File: src/rtl/pingpong_pkg.sv
// Shared types and helpers for the ping-pong buffer read and write controllers.
package pingpong_pkg;

   typedef enum logic [1:0] {
      IDLE  = 2'd0,
      READ  = 2'd1,
      DRAIN = 2'd2
   } state_t;

   // Address width for a buffer of the given depth, never narrower than one bit.
   function automatic int addr_width(input int depth);
      return (depth > 1) ? $clog2(depth) : 1;
   endfunction

endpackage

File: src/rtl/pp_rd_skid.sv
// Two-entry output FIFO of {last, data} placed behind a latency-1 memory read port.
module pp_rd_skid
   import pingpong_pkg::*;
#(
   parameter int WIDTH = 8
) (
   input  logic             clk,
   input  logic             rst,
   input  logic             push,
   input  logic [WIDTH-1:0] push_data,
   input  logic             push_last,
   input  logic             pop,
   output logic [1:0]       count,
   output logic [WIDTH-1:0] head_data,
   output logic             head_last
);

   logic [WIDTH-1:0] data_r [2];
   logic [1:0]       last_r;
   logic             wr_ptr_r;
   logic             rd_ptr_r;
   logic [1:0]       count_r;
   logic             push_ok_s;
   logic             pop_ok_s;

   assign pop_ok_s  = pop && (count_r != 2'd0);
   assign push_ok_s = push && ((count_r != 2'd2) || pop_ok_s);

   // Entry storage, read/write pointers and occupancy.
   always_ff @(posedge clk) begin
      if (rst) begin
         data_r[0] <= '0;
         data_r[1] <= '0;
         last_r    <= 2'b00;
         wr_ptr_r  <= 1'b0;
         rd_ptr_r  <= 1'b0;
         count_r   <= 2'd0;
      end else begin
         if (push_ok_s) begin
            data_r[wr_ptr_r] <= push_data;
            last_r[wr_ptr_r] <= push_last;
            wr_ptr_r         <= ~wr_ptr_r;
         end
         if (pop_ok_s) begin
            rd_ptr_r <= ~rd_ptr_r;
         end
         case ({push_ok_s, pop_ok_s})
            2'b10:   count_r <= count_r + 2'd1;
            2'b01:   count_r <= count_r - 2'd1;
            default: count_r <= count_r;
         endcase
      end
   end

   assign count     = count_r;
   assign head_data = data_r[rd_ptr_r];
   assign head_last = last_r[rd_ptr_r];

endmodule

File: src/rtl/pingpong_rd_ctrl.sv
// Read-side ping-pong controller: sweeps a filled buffer into a valid/ready stream.
// Defining PINGPONG_RD_LEN_EN adds a per-buffer length input rd_len.
module pingpong_rd_ctrl
   import pingpong_pkg::*;
#(
   parameter  int WIDTH      = 8,
   parameter  int DEPTH      = 16,
   localparam int ADDR_WIDTH = addr_width(DEPTH)
) (
   input  logic                  clk,
   input  logic                  rst,
   input  logic                  buf_full,
`ifdef PINGPONG_RD_LEN_EN
   input  logic [ADDR_WIDTH:0]   rd_len,
`endif
   output logic [ADDR_WIDTH-1:0] rd_addr,
   input  logic [WIDTH-1:0]      rd_data,
   output logic [WIDTH-1:0]      m_data,
   output logic                  m_valid,
   input  logic                  m_ready,
   output logic                  m_last,
   output logic                  rd_done,
   output logic                  busy,
   output logic                  overflow
);

   localparam logic [ADDR_WIDTH:0]   DEPTH_N  = (ADDR_WIDTH+1)'(DEPTH);
   localparam logic [ADDR_WIDTH:0]   ZERO_N   = (ADDR_WIDTH+1)'(0);
   localparam logic [ADDR_WIDTH:0]   ONE_N    = (ADDR_WIDTH+1)'(1);
   localparam logic [ADDR_WIDTH-1:0] ADDR_ONE = ADDR_WIDTH'(1);

   state_t                state_r;
   logic [ADDR_WIDTH-1:0] rd_addr_r;
   logic                  busy_r;
   logic                  rd_done_r;
   logic                  overflow_r;
   logic                  pending_r;
   logic                  inflight_r;
   logic                  inflight_last_r;
   logic [1:0]            fifo_count_s;
   logic [WIDTH-1:0]      head_data_s;
   logic                  head_last_s;
   logic [ADDR_WIDTH:0]   n_s;
   logic [2:0]            occupancy_s;
   logic                  pop_s;
   logic                  issue_s;
   logic                  last_issue_s;
   logic                  finish_s;
   logic                  start_s;

`ifdef PINGPONG_RD_LEN_EN
   logic [ADDR_WIDTH:0] len_in_s;
   logic [ADDR_WIDTH:0] len_r;
   logic [ADDR_WIDTH:0] pend_len_r;

   assign len_in_s = (rd_len > DEPTH_N) ? DEPTH_N : rd_len;
   assign n_s      = len_r;

   // Buffer length: taken at start, or parked alongside the pending flag.
   always_ff @(posedge clk) begin
      if (rst) begin
         len_r      <= ZERO_N;
         pend_len_r <= ZERO_N;
      end else begin
         if (start_s) begin
            len_r <= pending_r ? pend_len_r : len_in_s;
         end
         if (buf_full && (pending_r == start_s)) begin
            pend_len_r <= len_in_s;
         end
      end
   end
`else
   assign n_s = DEPTH_N;
`endif

   assign pop_s        = m_valid && m_ready;
   // A word leaving the FIFO this cycle frees its slot for the next issue.
   assign occupancy_s  = {1'b0, fifo_count_s} + {2'b00, inflight_r} - {2'b00, pop_s};
   assign last_issue_s = ({1'b0, rd_addr_r} == (n_s - ONE_N));
   assign issue_s      = (state_r == READ) && (n_s != ZERO_N) && (occupancy_s < 3'd2);
   assign finish_s     = ((state_r == DRAIN) && pop_s && head_last_s) ||
                         ((state_r == READ) && (n_s == ZERO_N));
   assign start_s      = (pending_r || buf_full) && ((state_r == IDLE) || finish_s);

   // Sequencer: start a buffer, sweep the read address, wait for the last beat.
   always_ff @(posedge clk) begin
      if (rst) begin
         state_r   <= IDLE;
         rd_addr_r <= '0;
         busy_r    <= 1'b0;
         rd_done_r <= 1'b0;
      end else begin
         rd_done_r <= finish_s;
         if (start_s) begin
            state_r   <= READ;
            rd_addr_r <= '0;
            busy_r    <= 1'b1;
         end else if (finish_s) begin
            state_r <= IDLE;
            busy_r  <= 1'b0;
         end else begin
            case (state_r)
               READ: begin
                  if (issue_s && last_issue_s) begin
                     state_r <= DRAIN;
                  end else if (issue_s) begin
                     rd_addr_r <= rd_addr_r + ADDR_ONE;
                  end
               end
               IDLE, DRAIN: state_r <= state_r;
               default:     state_r <= IDLE;
            endcase
         end
      end
   end

   // Notification bookkeeping: one pending slot, sticky overflow beyond it.
   always_ff @(posedge clk) begin
      if (rst) begin
         pending_r  <= 1'b0;
         overflow_r <= 1'b0;
      end else if (start_s) begin
         pending_r <= pending_r && buf_full;
      end else if (buf_full) begin
         if (pending_r) begin
            overflow_r <= 1'b1;
         end else begin
            pending_r <= 1'b1;
         end
      end
   end

   // Read pipeline: the word issued now arrives on rd_data next cycle.
   always_ff @(posedge clk) begin
      if (rst) begin
         inflight_r      <= 1'b0;
         inflight_last_r <= 1'b0;
      end else begin
         inflight_r      <= issue_s;
         inflight_last_r <= issue_s && last_issue_s;
      end
   end

   pp_rd_skid #(
      .WIDTH (WIDTH)
   ) u_skid (
      .clk       (clk),
      .rst       (rst),
      .push      (inflight_r),
      .push_data (rd_data),
      .push_last (inflight_last_r),
      .pop       (pop_s),
      .count     (fifo_count_s),
      .head_data (head_data_s),
      .head_last (head_last_s)
   );

   assign rd_addr  = rd_addr_r;
   assign m_valid  = (fifo_count_s != 2'd0);
   assign m_data   = head_data_s;
   assign m_last   = m_valid && head_last_s;
   assign rd_done  = rd_done_r;
   assign busy     = busy_r;
   assign overflow = overflow_r;

endmodule

File: config.mk
export PLATFORM = sky130hd
export DESIGN_NAME = pingpong_rd_ctrl
export DESIGN_NICKNAME = d
export VERILOG_FILES = /design/src/rtl/pingpong_pkg.sv /design/src/rtl/pp_rd_skid.sv /design/src/rtl/pingpong_rd_ctrl.sv
export SDC_FILE = /design/constraint.sdc
export NUM_CORES = 1
export LEC_CHECK = 0
export BUFFER_PORTS_ARGS = -buffer_cell sky130_fd_sc_hd__buf_4
export CAP_MARGIN = 20
export CORE_UTILIZATION = 35
export DETAILED_ROUTE_END_ITERATION = 7
export HOLD_SLACK_MARGIN = 0.03
export MAX_ROUTING_LAYER = met4
export PLACE_DENSITY = 0.54
export SLEW_MARGIN = 40
export SYNTH_ARGS = -nofsm -noshare
export SYNTH_HDL_FRONTEND = slang
export SYNTH_HIERARCHICAL = 1
export SYNTH_SLANG_ARGS = --single-unit
File: constraint.sdc
create_clock -name clk -period 2.6 [get_ports clk]
set_clock_uncertainty 0.05 [all_clocks]
set_input_delay 0.26 -clock clk [delete_from_list [all_inputs] [get_ports clk]]
set_output_delay 0.26 -clock clk [all_outputs]
set_load 0.02 [all_outputs]
After elaboration in Yosys (flattened, before gate mapping)
Memories as Yosys holds them, arrays and structs flattened. A register that Yosys moved wholly into a read port is not among the register bits.
Index checks and enable logic that the tools add are counted.
{"block": "totals", "regBits": 18, "ram_bits": 16, "in_bits": 12, "output_inout_bits": 17, "word_cells": 89, "n_memories": 1}
{"memory": "u_skid.data_r", "depth": 2, "word_bits": 8, "read_ports": 1, "rd_clocked_by_memory_dff": 1, "write_ports": 2, "line_no": "pp_rd_skid.sv:18", "rtl": "logic [WIDTH-1:0] data_r [2];"}
{"block": "op_classes", "n_addsub": 5, "order_cmp": 4, "eq_ne": 9, "muxes": 24, "bitwise_logic": 6, "n_reduce_logical": 27}
{"cell": "1-bit two-way mux", "count": 18}
{"cell": "1-bit logical AND", "count": 11}
{"cell": "8-bit two-way mux", "count": 1}
{"cell": "2-bit one-hot mux with 2 select lines", "count": 2}
{"cell": "2-bit nonzero test", "count": 4}
{"cell": "8-bit OR reduction", "count": 1}
{"cell": "1-bit inverter", "count": 6}
{"cell": "4-bit by 1-bit adder with 4-bit output, second input constant", "count": 1}
{"cell": "2-bit by 1-bit equality test with 1-bit output, second input constant", "count": 2}
{"cell": "2-bit equality test, second input constant", "count": 2}
{"cell": "4-bit equality test, second input constant", "count": 1}
{"cell": "1-bit by 2-bit less-than comparator with 1-bit output, second input constant", "count": 2}
{"cell": "4-bit by 3-bit != test with 1-bit output, second input constant", "count": 1}
{"cell": "2-bit AND reduction", "count": 2}
{"cell": "4-bit AND reduction", "count": 1}
{"cell": "2-bit OR reduction", "count": 2}
{"cell": "2-bit by 1-bit adder with 3-bit output", "count": 1}
{"cell": "1-bit logical OR", "count": 3}
{"cell": "3-bit by 2-bit less-than comparator with 1-bit output, second input constant", "count": 1}
{"cell": "3-bit != test, second input constant", "count": 1}
{"cell": "3-bit AND reduction", "count": 1}
{"cell": "3-bit OR reduction", "count": 1}
{"cell": "3-bit by 1-bit subtractor with 3-bit output", "count": 1}
{"cell": "2-bit by 1-bit adder with 2-bit output, second input constant", "count": 1}
{"cell": "8 further kinds", "count": 8}

Logic depth before layout (Yosys ltp)
Gate-level depths: netlist of the first run.
{"block": "depth", "word_depth": 10, "mapped_depth": 7, "mapped_depth_nobuf": 7}

Modules after synthesis
Netlist of the first run, hierarchy kept.
{"mod": "pp_rd_skid", "instances": 1, "cells_each": 82, "area_each_um2": 1061.0, "seq_area_each_um2": 620.6}
{"mod": "pingpong_rd_ctrl", "instances": 1, "cells_each": 59, "area_each_um2": 551.8, "seq_area_each_um2": 240.2}

Worst setup path after synthesis of the first run
No wires, ideal clock.
{"block": "synth_timing", "path_kind": "reg2reg", "start": "register u_skid.count_r[1], in the netlist u_skid/count[1]", "end": "register rd_addr_r[3], in the netlist rd_addr[3]", "setup_time_ns": 0.070, "arrival_ns": 2.108, "t_required_ns": 2.480, "path_slack_ns": 0.373, "stages_incl_launch_ff": 8, "path_buffers": 0, "synth_period_minus_slack_ns": 2.227, "path_cell_list": "dfxtp_1 and3b_1 o21ai_0 fa_1 and3b_2 nand2_2 or3_1 a21oi_1"}
{"block": "synth_between", "elab_chain_cells": 8, "word_cells_on_any_way": 15, "classes_between": "2 x add/sub; 1 x order compare; 2 x bitwise; 10 x reduce/logical"}
{"element": "from (decl)", "line_no": "pp_rd_skid.sv:22", "rtl": "logic [1:0] count_r;"}
{"element": "from (signal assigned)", "line_no": "pp_rd_skid.sv:48", "rtl": "2'b10: count_r <= count_r + 2'd1;"}
{"element": "from (signal assigned)", "line_no": "pp_rd_skid.sv:49", "rtl": "2'b01: count_r <= count_r - 2'd1;"}
{"element": "from (signal assigned)", "line_no": "pp_rd_skid.sv:50", "rtl": "default: count_r <= count_r;"}
{"element": "parallel branches: the longest is 8 deep, another holds 2-bit by 1-bit adder with 3-bit output"}
{"element": "to (signal assigned)", "line_no": "pingpong_rd_ctrl.sv:108", "rtl": "rd_addr_r <= rd_addr_r + ADDR_ONE;"}
{"element": "to (decl)", "line_no": "pingpong_rd_ctrl.sv:33", "rtl": "logic [ADDR_WIDTH-1:0] rd_addr_r;"}
Parallel ways; which one is timed is not known.
A chain may end at the register's enable or synchronous reset.

Worst setup path in the final report of the first run
Ends and elaborated chain as after synthesis.

==> results of run 1 <==
## routing by layer
layer	global-route usage, %	vias to the layer above	part of all wire [%]
met4	6.00	0	2.0
li1	-	576	-
met3	4.62	5	5.1
met5	-	-	0
met1	16.5	507	46
met2	21.6	28	46
## cell families after synthesis
| group | Yosys count |
|---|---|
| fa+ha+maj | 2 |
| buf+inv | 9 |
| simple gates | 57 |
| xor+xnor | 4 |
| flops | 35 |
| mux | 15 |
| compound gates | 19 |
## worst max-delay path, cell delays in order, from the launching register on
cell and delay [ps]:
dfxtp_1 460, and3b_1 240, o21ai_0 120, fa_1 500, and3b_2 210, nand2_2 100
or3_1 360, a21oi_1 140
## area by class of cell
cell class                 count  area [um2]
clock inverter                 3        15.0
clock buffer                   5        68.8
inverter                       4        15.0
multi-input combinational     97         702
timing repair buffer          29         218
tap                           52        65.1
fill                         430        2440
sequential                    35         861
## cells in the mapped netlist (2+ instances only)
library cell,number
edfxtp_1,16
mux2_2,9
buf_6,2
nand2_1,3
nand3_1,4
xor2_1,3
and3_1,10
nand2b_1,5
or2_2,3
mux2i_1,5
and3_2,7
nor2_1,9
o21a_1,2
a21oi_1,7
inv_1,4
o21ai_0,4
nor2b_1,2
dfxtp_1,19
nor3b_1,3
nor3_1,2
## metrics by stage
step	power, uW	std cells	setup slack, ps
after detailed placement	764	217	375
after global routing	1180	225	216
after CTS	1140	225	351
after global placement	760	217	448
after floorplan	714	141	373
final	1130	225	353
## cells in the final DEF, fill, tap and decap left out, drive strengths merged, types with 2 or more instances in the layout
master	synthesis	final
nand2b	5	5
and3	17	17
o21ai	4	4
a21oi	7	7
inv	4	4
nor3	2	2
or2	3	3
dfxtp	19	19
and3b	2	2
clkbuf	1	5
nand3	4	4
nor2	9	9
edfxtp	16	16
xor2	3	3
clkinv	0	3
nor2b	2	2
o21a	2	2
and2	2	2
nor3b	3	3
mux2	10	10
nand2	4	4
mux2i	5	5
buf	4	29
## power breakdown
part	internal, uW	switching, uW	total (uW)
clock	183	194	377
combinational	63.2	73.4	137
sequential	599	14.6	614
total	846	282	1130
## registers in the layout (all words and copies together) (netlist names), 2 cells and up, named ones only
signal and flops:
u_skid/data_r 16, rd_addr 4, state_r 2, u_skid/last_r 2, u_skid/count 2
## how the worst min path moves through the flow
stage	cells past startpoint	end
after floorplan	2	overflow
after global placement	2	overflow
after detailed placement	2	busy
after CTS	3	overflow
after global routing	3	overflow
final	2	state_r[0]
==> run metrics, run 1 <==
Avg Inst Size Synth=11.4 um2; post-synthesis compound-gate area fraction=7.21%; r2r endpoint=rd_addr[3]; ANT cells=0; status=complete, no violations; crit share post-route=roughly 86%; Post-Synth Simple-Gate Area=between 20% and 30%; first-pass GRT wire length=5020 um; CTS buffer count=5; Hold Buf Count CTS=0; main combinational cell family by area after synthesis=simple AND/OR/NAND/NOR gates; Peak VDD IR=about 0.25 mV; Via-to-Cell Ratio=4.96; # rows=24; setup violation total in the final timing report=0; setup_tns=0 ps; post-synth top area share=between 20% and 30%; crit start category=flip-flop; Syn Inst Count=141; Worst EP required=2770 ps; Crit Path Max Fanout=9; number of global-route vias before repair=1052; Setup crit end=rd_addr[3]; Cell Area, Synth=1610 um2; Area Growth Syn to Fin=20.6%; Worst-path clk slew=70 ps; H-Tree Depth=2; count of different cell masters after synthesis=42; Min Clock Period, post-route=2250 ps; FF-to-FF path depth=7; max-slew violations=0; crit path from=u_skid/count[1]; Synth Flop Type=dfxtp_1; synth warn=6; Post-CTS Resized=0; Total Wirelength=3070 um; reg2reg start=u_skid/count[1]; sequential-to-total area share from yosys stat=53.4%; I/O Buffers=28; Post-synth ARST share=0%; DR pass1 iterations=4; final core occ=44.3%; hold wc startpoint=rst; slew at the pin closest to its max-slew limit=between 500 and 600 ps; Net Count, Synth=155; crit path capture type=flip-flop; FF-to-FF setup slack=350 ps; portion of netlist area occupied by mux cells=between 10% and 20%; Die Ht=69.9 um; drt first-iter violations=75; P per Cell Area=about 580 nW/um2; EDFF count, synth=16; Rel. slew slack=62.3%; share of cells above drive strength 1=35.3%; total gr overflow=0; fmax=~450 MHz; setup bufs post-CTS=0; Post-Synth Adder-Cell Area=slightly above 2%; final net count=between 150 and 200; Static Leak=0.000832 uW; DRC Markers=0; initial core utilization=36.8%; I/O pins=29; fin area=1940 um2; cell taking the most area after synthesis=edfxtp_1; Die Wd=69.9 um; Area contributors post-synth=edfxtp_1 (30%), dfxtp_1 (24%), mux2_2 (6.3%), and3_1 (3.9%), and3_2 (3.3%); CTS sink cnt=35; DP HPWL=between 2000 and 2500 um; Clock Latency Late Sink=roughly 280 ps; overall routing resource usage=between 10% and 20%; Hold Vio Cnt, Final=0; largest net degree at the start of global routing=20; mean routed wirelength per cell=13.6 um; area of the die=4880 um2; core area=roughly 4400 um2; crit path kind=reg2reg; post-synthesis xor/xnor area fraction=2.64%; CTS tree=done; CTS root buf=clkbuf_8; Worst EP arrival=2420 ps; antenna violations before repair=0; flops & latches, synth=35; Hold Slack=between 200 and 250 ps; placed instance area=1860 um2; max_cap viols=0; Max clock buf depth=2; Vias=1116; RSZ-0062 raised after global routing=false; Placer Congestion=0.770; ANT nets after route=0; Hold Path Class=in2reg
(Power assumes the default switching activity.)
==> inputs of run 2 (changes only) <==
--- a/config.mk
+++ b/config.mk
@@ -7,13 +7,12 @@
 export LEC_CHECK = 0
 export BUFFER_PORTS_ARGS = -buffer_cell sky130_fd_sc_hd__buf_4
 export CAP_MARGIN = 20
+export CORE_MARGIN = 2
 export CORE_UTILIZATION = 35
 export DETAILED_ROUTE_END_ITERATION = 7
 export HOLD_SLACK_MARGIN = 0.03
-export MAX_ROUTING_LAYER = met4
-export PLACE_DENSITY = 0.54
+export PLACE_DENSITY = 0.55
 export SLEW_MARGIN = 40
 export SYNTH_ARGS = -nofsm -noshare
 export SYNTH_HDL_FRONTEND = slang
-export SYNTH_HIERARCHICAL = 1
 export SYNTH_SLANG_ARGS = --single-unit
==> run metrics, run 2 <==
status=complete, no violations; Avg Inst Size Synth=11.4 um2 (-0.51%); P_int=1020 uW (+20%); Synth Flop Type=dfxtp_1; # rows=24 (unchanged); crit path kind=reg2reg; CP Cell Sequence=inv_1, ha_1, nand2b_1, fa_1, nand3b_1, or3_4, nand3b_1, a21oi_1; EDFF count, synth=16 (unchanged); Rel. slew slack=64.5% (+2.2 points); first-pass GRT wire length=5200 um (+3.4%); fmax=405 MHz (-9.0%); Total Wirelength=3070 um (+0.26%); Worst path top cell family by delay=simple AND/OR/NAND/NOR gates; largest reg by FF count=u_skid.data_r; Area contributors post-synth=edfxtp_1 (31%), dfxtp_1 (24%), and2_1 (6.4%), mux2_2 (5.8%), xnor2_1 (3.4%); Syn Inst Count=137 (-2.8%); number of global-route vias before repair=1141 (+8.5%); crit share post-route=95.0% (+8.5 points); I/O Buffers=28 (unchanged); Placer Congestion=0.832 (+7.9%); antenna violations before repair=0 (unchanged); CP bufs+invs=1 (+1); post-synth top area share=30.8% (+1.0 points); Crit path top cell by count=nand3b_1; part of the power in registers=46.5% (-8.0 points); Crit Path Max Fanout=5 (-4); max-slew violations=0 (unchanged); Min Clock Period, post-route=2470 ps (+222 ps); CP max stage cell=dfxtp_1; Max clock buf depth=2 (unchanged); leading cell type by number of instances after synthesis=dfxtp_1; Clk pwr share=25.0% (-8.4 points); CP max stage delay=480 ps (-20 ps); max_cap viols=0 (unchanged); core area=4320 um2 (-1.4%); count of different cell masters after synthesis=34 (-19%); DRC Markers=0 (unchanged); Largest register FFs=16 (unchanged); Static Leak=0.000805 uW (-3.3%); mean routed wirelength per cell=13.7 um (+0.71%); Switching Share=31.8% (+6.8 points); I/O pins=29 (unchanged); switching pwr=473 uW (+68%); Die Wd=70.7 um (+1.2%); crit start category=flip-flop; overall routing resource usage=13.2% (-0.66 points); share of cells above drive strength 1=34.3% (-0.96 points); CTS root buf=clkbuf_8; sequential-to-total area share from yosys stat=55.2% (+1.8 points); CTS sink cnt=35 (unchanged); total gr overflow=0 (unchanged); synth warn=0 (-6); slew at the pin closest to its max-slew limit=530 ps (-34.0 ps); H-Tree Depth=2 (unchanged); Worst EP required=2720 ps (-50 ps); Via-to-Cell Ratio=4.98 (+0.45%); Net Count, Synth=153 (-1.3%); most common cell after layout, fill and taps aside=buf_4; fillers=435 (+1.2%); P per Cell Area=759 nW/um2 (+31%); placed instance area=1840 um2 (-1.0%); ANT nets after route=0 (unchanged); synth cell count leaders=dfxtp_1 (19), and2_1 (16), edfxtp_1 (16); cell taking the most area after synthesis=edfxtp_1; Vias=1116 (unchanged); Hold Path Class=in2reg; Clock Latency Late Sink=280 ps (about the same); flops & latches, synth=35 (unchanged); Cell Area, Synth=1560 um2 (-3.3%); final core occ=45.4% (+1.0 points); initial core utilization=36.1% (-0.73 points); drt first-iter violations=52 (-31%); CTS buffer count=5 (unchanged); most frequent cells in the layout=buf_4 (30), dfxtp_1 (19), and2_1 (16), edfxtp_1 (16), nor2_1 (12); Post-synth ARST share=0% (unchanged); DP HPWL=2190 um (+3.4%); Die Ht=70.7 um (+1.2%); Peak VDD IR=0.451 mV (+78%); crit path capture type=flip-flop; largest net degree at the start of global routing=18 (-10%); DR pass1 iterations=4 (unchanged); setup violation total in the final timing report=0 (unchanged); Area Growth Syn to Fin=25.8%; Hold Vio Cnt, Final=0 (unchanged); final net count=187 (+0.54%); ANT cells=0 (unchanged); Worst-path clk slew=70 ps (about the same); area of the die=5000 um2 (+2.5%); share of total power in combinational logic=28.5% (+16 points); fin area=1960 um2 (+0.90%); CTS tree=done; Hold Buf Count CTS=0 (unchanged); Worst EP arrival=2590 ps (+170 ps)
==> run 2: cell count changes in the layout (fill, tap and decap cells not counted), moves of 3 or more <==
cell | previous run | this run
nor3b_1 | 3 | 0
and3_2 | 7 | 0
nor3_2 | 0 | 3
and2_1 | 1 | 16
xnor2_1 | 0 | 6
and3_1 | 10 | 1
nor2_1 | 9 | 12
inv_1 | 4 | 7
nand2b_1 | 5 | 1
==> run 2: worst paths after layout <==
path | cells after the start | endpoint | from | slack, ps
setup / recovery | 8 | state_r[0] | u_skid.count[0] | 130
setup reg to reg | 8 | state_r[0] | u_skid.count[0] | 130
hold reg to reg | 1 | u_skid.last_r[1] | inflight_last_r | 440
hold / removal | 2 | u_skid.data_r[1][0] | rd_data[0] | 210
==> run 2: cell families (layout without fill, tap and decap cells) <==
| group | after synthesis | after routing | share of synthesized area (%) |
|---|---|---|---|
| DFF | 35 | 35 | 55.2 |
| and+or+nand+nor | 51 | 51 | 17.9 |
| xor gates and xnor gates | 8 | 8 | 4.49 |
| adders and majority gates | 4 | 4 | 3.69 |
| AOI/OAI and AO/OA | 17 | 17 | 8.35 |
| muxes | 11 | 11 | 7.70 |
| buffers and inverters | 11 | 46 | 2.65 |
==> run 2: power by group through the flow <==
stage,combinational (uW),sequential (uW),clock (uW)
5_1_grt,470,701,412
3_5_place_dp,415,703,0
3_3_place_gp,404,699,0
4_1_cts,418,691,390
2_1_floorplan,285,691,0
6_report,425,693,372
==> run 2: final cells by class <==
cell class	count	area [um2]	area share [%]
sequential	35	861	43.9
multi-input combinational	91	697	35.5
timing repair buffer	30	225	11.5
clock buffer	5	68.8	3.51
tap	52	65.1	3.32
inverter	8	30.0	1.53
clock inverter	3	15.0	0.765
==> run 2: metal layers <==
metal  routed length (um)  vias up  track usage [%]
met5                    0        -                0
met4                   57        0             5.03
met3                  148        6             4.56
met2                 1500       24             21.8
met1                 1370      537             16.0
li1                     -      549                -
==> run 2: metrics by stage <==
stage               cells  power [uW]  hold slack (ps)  TNS, ps  setup WS [ps]
global placement      216        1100              408        0            167
global route          224        1580              201    -70.2          -43.0
CTS                   224        1500              198        0           38.9
floorplan             137         976              380        0            269
finish                224        1490              208        0            131
detailed placement    216        1120              425        0           62.4
==> run 2: what timing repair did <==
item / CTS / global route
resized for setup: 0 / 5
setup endpoints to repair: 0 / 5
buffers inserted: 0 / 0
==> run 2: worst register-to-register path, cell delays in order, from the launching register on <==
cell and delay [ps]:
dfxtp_1 480, inv_1 120, ha_1 300, nand2b_1 150
fa_1 480, nand3b_1 190, or3_4 430, nand3b_1 100
a21oi_1 60
